## src/rtl/pwm_pkg.sv

```systemverilog
// Shared PWM definitions: duty width and range, and the ramp controller state encoding.
package pwm_pkg;
  localparam int DUTY_W = 7;
  localparam logic [DUTY_W-1:0] DUTY_MAX = 7'd100;

  typedef enum logic {
    ST_IDLE = 1'b0,
    ST_RAMP = 1'b1
  } pwm_state_e;
endpackage

```

## src/rtl/pwm_tick_gen.sv

```systemverilog
// Free-running divider that emits a one-cycle tick on its terminal count.
// clr restarts the count from zero, and en=0 freezes it.
module pwm_tick_gen #(
  parameter int TICK_DIV = 100000
) (
  input  logic clk,
  input  logic rst,
  input  logic clr,
  input  logic en,
  output logic tick
);
  localparam int CW = $clog2(TICK_DIV);
  localparam logic [CW-1:0] LAST = CW'(TICK_DIV - 1);

  logic [CW-1:0] cnt_q, cnt_d;

  always_comb begin
    cnt_d = cnt_q;
    if (clr) begin
      cnt_d = '0;
    end else if (en) begin
      cnt_d = (cnt_q == LAST) ? '0 : cnt_q + CW'(1);
    end
  end

  always_ff @(posedge clk) begin
    if (rst) begin
      cnt_q <= '0;
    end else begin
      cnt_q <= cnt_d;
    end
  end

  // A clear on the same edge wins, so a retarget never takes a stale step
  assign tick = en && !clr && (cnt_q == LAST);
endmodule

```

## src/rtl/pwm_duty_ramp_ctrl.sv

```systemverilog
// Soft-start / fade controller: walks the PWM duty toward a latched target
// by STEP every TICK_DIV clocks, with hold, stop and retarget support.
module pwm_duty_ramp_ctrl
  import pwm_pkg::*;
#(
  parameter int TICK_DIV = 100000,
  parameter int STEP     = 1
) (
  input  logic              clk,
  input  logic              rst,
  input  logic              load,
  input  logic [DUTY_W-1:0] target_duty,
  input  logic              hold,
  input  logic              stop,
  output logic [DUTY_W-1:0] duty,
  output logic              busy,
  output logic              done
);
  localparam logic signed [7:0] STEP_S = 8'(STEP);

  function automatic logic [DUTY_W-1:0] clamp_target(input logic [DUTY_W-1:0] t);
    return (t > DUTY_MAX) ? DUTY_MAX : t;
  endfunction

  // Signed 8-bit distance so a downward move cannot wrap the 7-bit duty
  function automatic logic [DUTY_W-1:0] step_toward(input logic [DUTY_W-1:0] cur,
                                                    input logic [DUTY_W-1:0] tgt);
    logic signed [7:0] diff;
    logic signed [7:0] mag;
    logic signed [7:0] stp;
    diff = $signed({1'b0, tgt}) - $signed({1'b0, cur});
    mag  = diff[7] ? -diff : diff;
    stp  = (mag < STEP_S) ? mag : STEP_S;
    return diff[7] ? (cur - stp[DUTY_W-1:0]) : (cur + stp[DUTY_W-1:0]);
  endfunction

  pwm_state_e        state_q;
  logic [DUTY_W-1:0] duty_q;
  logic [DUTY_W-1:0] target_q;
  logic              done_q;

  logic [DUTY_W-1:0] target_d;
  logic [DUTY_W-1:0] duty_d;
  logic              tick;
  logic              tick_clr;
  logic              tick_en;

  assign target_d = clamp_target(target_duty);
  assign duty_d   = step_toward(duty_q, target_q);
  assign tick_clr = stop || load || (state_q == ST_IDLE);
  assign tick_en  = ~hold;

  pwm_tick_gen #(
    .TICK_DIV(TICK_DIV)
  ) u_tick (
    .clk (clk),
    .rst (rst),
    .clr (tick_clr),
    .en  (tick_en),
    .tick(tick)
  );

  always_ff @(posedge clk) begin
    if (rst) begin
      state_q  <= ST_IDLE;
      duty_q   <= '0;
      target_q <= '0;
      done_q   <= 1'b0;
    end else begin
      done_q <= 1'b0;
      if (stop) begin
        duty_q   <= '0;
        target_q <= '0;
        state_q  <= ST_IDLE;
      end else if (load) begin
        target_q <= target_d;
        if (target_d == duty_q) begin
          state_q <= ST_IDLE;
          done_q  <= 1'b1;
        end else begin
          state_q <= ST_RAMP;
        end
      end else if ((state_q == ST_RAMP) && tick) begin
        duty_q <= duty_d;
        if (duty_d == target_q) begin
          state_q <= ST_IDLE;
          done_q  <= 1'b1;
        end
      end
    end
  end

  assign duty = duty_q;
  assign busy = (state_q == ST_RAMP);
  assign done = done_q;
endmodule

```

## config.mk

```make
export PLATFORM = sky130hd
export DESIGN_NAME = pwm_duty_ramp_ctrl
export DESIGN_NICKNAME = d
export VERILOG_FILES = /design/src/rtl/pwm_pkg.sv /design/src/rtl/pwm_tick_gen.sv /design/src/rtl/pwm_duty_ramp_ctrl.sv
export SDC_FILE = /design/constraint.sdc
export NUM_CORES = 1
export LEC_CHECK = 0
export CELL_PAD_IN_SITES_DETAIL_PLACEMENT = 1
export CELL_PAD_IN_SITES_GLOBAL_PLACEMENT = 2
export CORE_MARGIN = 1
export CORE_UTILIZATION = 28
export CTS_CLUSTER_SIZE = 28
export DETAILED_ROUTE_END_ITERATION = 10
export GPL_ROUTABILITY_DRIVEN = 0
export PLACE_DENSITY_LB_ADDON = 0.2
export RECOVER_POWER = 25
export SLEW_MARGIN = 20
export SYNTH_ARGS = -nofsm -noshare
export SYNTH_HDL_FRONTEND = slang
export SYNTH_SLANG_ARGS = --single-unit
```

## constraint.sdc

```tcl
create_clock -name clk -period 8.66 [get_ports clk]
set_clock_uncertainty 0.05 [all_clocks]
set_input_delay 2.165 -clock clk [delete_from_list [all_inputs] [get_ports clk]]
set_output_delay 2.165 -clock clk [all_outputs]
set_load 0.01 [all_outputs]
```

==> out/qor.txt <==
post-CTS setup buffer count - 0
required time of the worst setup path - 8830 ps
Final ANT Viol Nets - 0
Avg Cell Area, Syn - 8.25 µm²
Hold Path Origin - target_q[0]
Synth top area share - 25.8%
Tmin final - 6020 ps
# DRC - 0
Synthesized Nets - 340
Syn Inst Count - 310
r2r setup slk - 2640 ps
post-synth cell types - 57
initial drt markers - 76
vias in the first global route - 2335
final number of max-transition violations - 0
CTS max path bufs - 2
Starting Density - 29.2%
Inst Count DP - 432
GR Overflow Total - 0
cell taking the most area after synthesis - dfxtp_1
number of top-level pins - 21
via count - 2278
Nets - 361
# fillers - 1074
Hold Path Class - flop to flop
Arr. time, crit path - 6190 ps
Core Area - 8760 µm²
top cells by area, synth - dfxtp_1, xnor2_1, ha_1
root buffer cell - clkbuf_8
H-tree Lvls - 2
Lkg Pwr - 1.01 nW
Hold Crit Endpoint - target_q[0]
VDD IR max - 77.5 µV
IO buf count - 20
layout cell share with drive strength beyond 1 - 6.93%
Fmax - 0.166 GHz
Post-DP HPWL - 5810 µm
crit-path max FO - 5
setup violators final - 0
diodes inserted - 0
CP Launch Type - flop
area grow syn2layout - 16.8%
initial antenna violation count - 0
num rows - 34
critical path endpoint category - flop
post-CTS sizing - 0
EDFF count, synth - 0
RSZ-0062 raised after global routing - no
Die Height - 97.6 µm
post-DR vias/cell - 5.18
Post-CTS Hold Buffers - 0
mapped cell area - 2560 µm²
R2R depth - 23
Seq/Total Area, Yosys - 25.8%
Final Cycle Share - 69.5%
Post-synth top flop - dfxtp_1
fin cells - 440
FF+latch count, synth - 33
worst r2r dst - done
wire per inst - 16.7 µm
Pwr Density - 154 nW/µm²
Die Wd - 97.6 µm
clock-pin slew on the worst setup and hold paths - 70 ps
Worst-Margin Slew - 914 ps
Total Wirelength - 7360 µm
Max-Cap Viols - 0
total power - 0.460 mW
First-pass DRT Iterations - 4
clock sink count - 33
first-pass GRT wire length - 12300 µm
die area - 9520 µm²
critical path class - flop to flop
setup_tns - 0 ps
All-Layer GR Usage - 16.3%
max_slew headroom - 38.5%
Post-synth ARST share - 0%
Final Hold Vio Count - 0
largest net degree at the start of global routing - 18
Clock Latency Late Sink - 290 ps
CTS buffer count - 5
TritonCTS clock tree - yes
Hold Crit Depth - 2
synth warn - 0
outcome - completed
worst r2r src - duty[0]
==> how the worst max path moves through the flow <==
stage          startpoint   end  slack, ps
5_1_grt           duty[0]  done       2180
2_1_floorplan     duty[0]  done       3220
6_report          duty[0]  done       2640
3_5_place_dp      duty[0]  done       2670
3_3_place_gp      duty[2]  done       2770
4_1_cts           duty[0]  done       2600
==> flip-flops by register name, summed over array words and instances (netlist names) <==
name,count
done,1
duty,7
u_tick.cnt_q,17
target_q,7
busy,1
==> synth_stat cells, types with 2 or more instances <==
cell type and instances:
nand4_1 6, xor2_1 12, and4_1 2, and3_1 3, nor3_1 9, nor4b_1 2, nand2_1 16, inv_1 15
clkbuf_1 6, o21ai_0 13, o21a_1 3, fa_1 2, or4_1 3, ha_1 16, a31oi_1 3, and2_1 3
a21oi_1 16, o31ai_1 3, nand2b_1 6, xnor2_1 24, nand3_1 16, dfxtp_1 33, a21o_1 4, nor3b_1 2
or3_1 3, nor2b_1 6, nor2_1 42, nor4_1 3, a311oi_1 2, a32oi_1 2, mux2i_1 8
==> critical path, cell delays in order, from the launching register on <==
cell and delay [ps]:
dfxtp_1 390, ha_1 310, fa_1 450, nand2b_2 220
a21oi_2 180, xor2_2 140, nor4_4 440, mux2_4 350
o32a_4 370, o31a_4 300, inv_4 60, nand3_1 70
ha_1 220, a21oi_1 220, a41oi_1 100, ha_1 370
nor2b_1 160, o31a_1 260, or4_1 400, nand3_1 150
xnor2_1 150, xnor2_1 80, o41ai_1 330, nor2b_1 180
==> where the power goes <==
part / switching (mW) / total, mW / leakage (nW) / internal, mW
Sequential: 0.00180 / 0.155 / 0.266 / 0.153
Clock: 0.0606 / 0.154 / 0.0585 / 0.0939
Combinational: 0.0841 / 0.150 / 0.689 / 0.0663
==> area by class of cell <==
type,count,area [µm²],area share (%)
clock buffers,7,86.3,2.89
well taps,108,135,4.52
flip-flops and latches,33,661,22.1
repair buffers,20,200,6.70
inverters,16,62.6,2.09
multi-input cells,255,1810,60.7
clock inverters,1,30.0,1.01
==> placed cells by master, fill, tap and decap left out, drive strengths merged, types with 4 or more instances in the layout <==
cell type      instances
a21o                   4
nand4                  6
nand3                 16
xor2                  13
nor4                   5
o21ai                 13
nor2b                  7
xnor2                 25
nand2                 16
nor3                   9
nor2                  42
dfxtp                 33
clkbuf                 7
ha                    16
mux2i                  8
dlygate4sd3            4
nand2b                 7
inv                   16
clkdlybuf4s50         16
a21oi                 17
==> through the flow <==
stage	utilization, %	worst slack [ps]	hold WS, ps	instance area (µm²)
after floorplan	-	3220	424	2560
after global placement	32.8	2770	445	2870
after detailed placement	32.8	2670	455	2870
after CTS	34.1	2600	466	2990
after global routing	34.1	2180	495	2990
final	34.1	2640	464	2990
==> routing by layer <==
layer	GRT usage, %	up-vias	part of all wire (%)
li1	-	1155	-
met4	3.17	0	0.73
met1	21.2	1086	48
met5	0	-	0
met2	28.1	30	48
met3	3.02	7	3.0
==> logic make-up after synthesis <==
logic type	share of synthesized area [%]
multiplexers	4.16
adder cells (fa/ha/maj)	9.39
AO/OA/AOI/OAI	17.3
AND/OR/NAND/NOR	26.4
buffers and inverters	3.33
XOR/XNOR	13.6
flip-flops	25.8
Note: power is estimated with default switching activity, not from simulation.
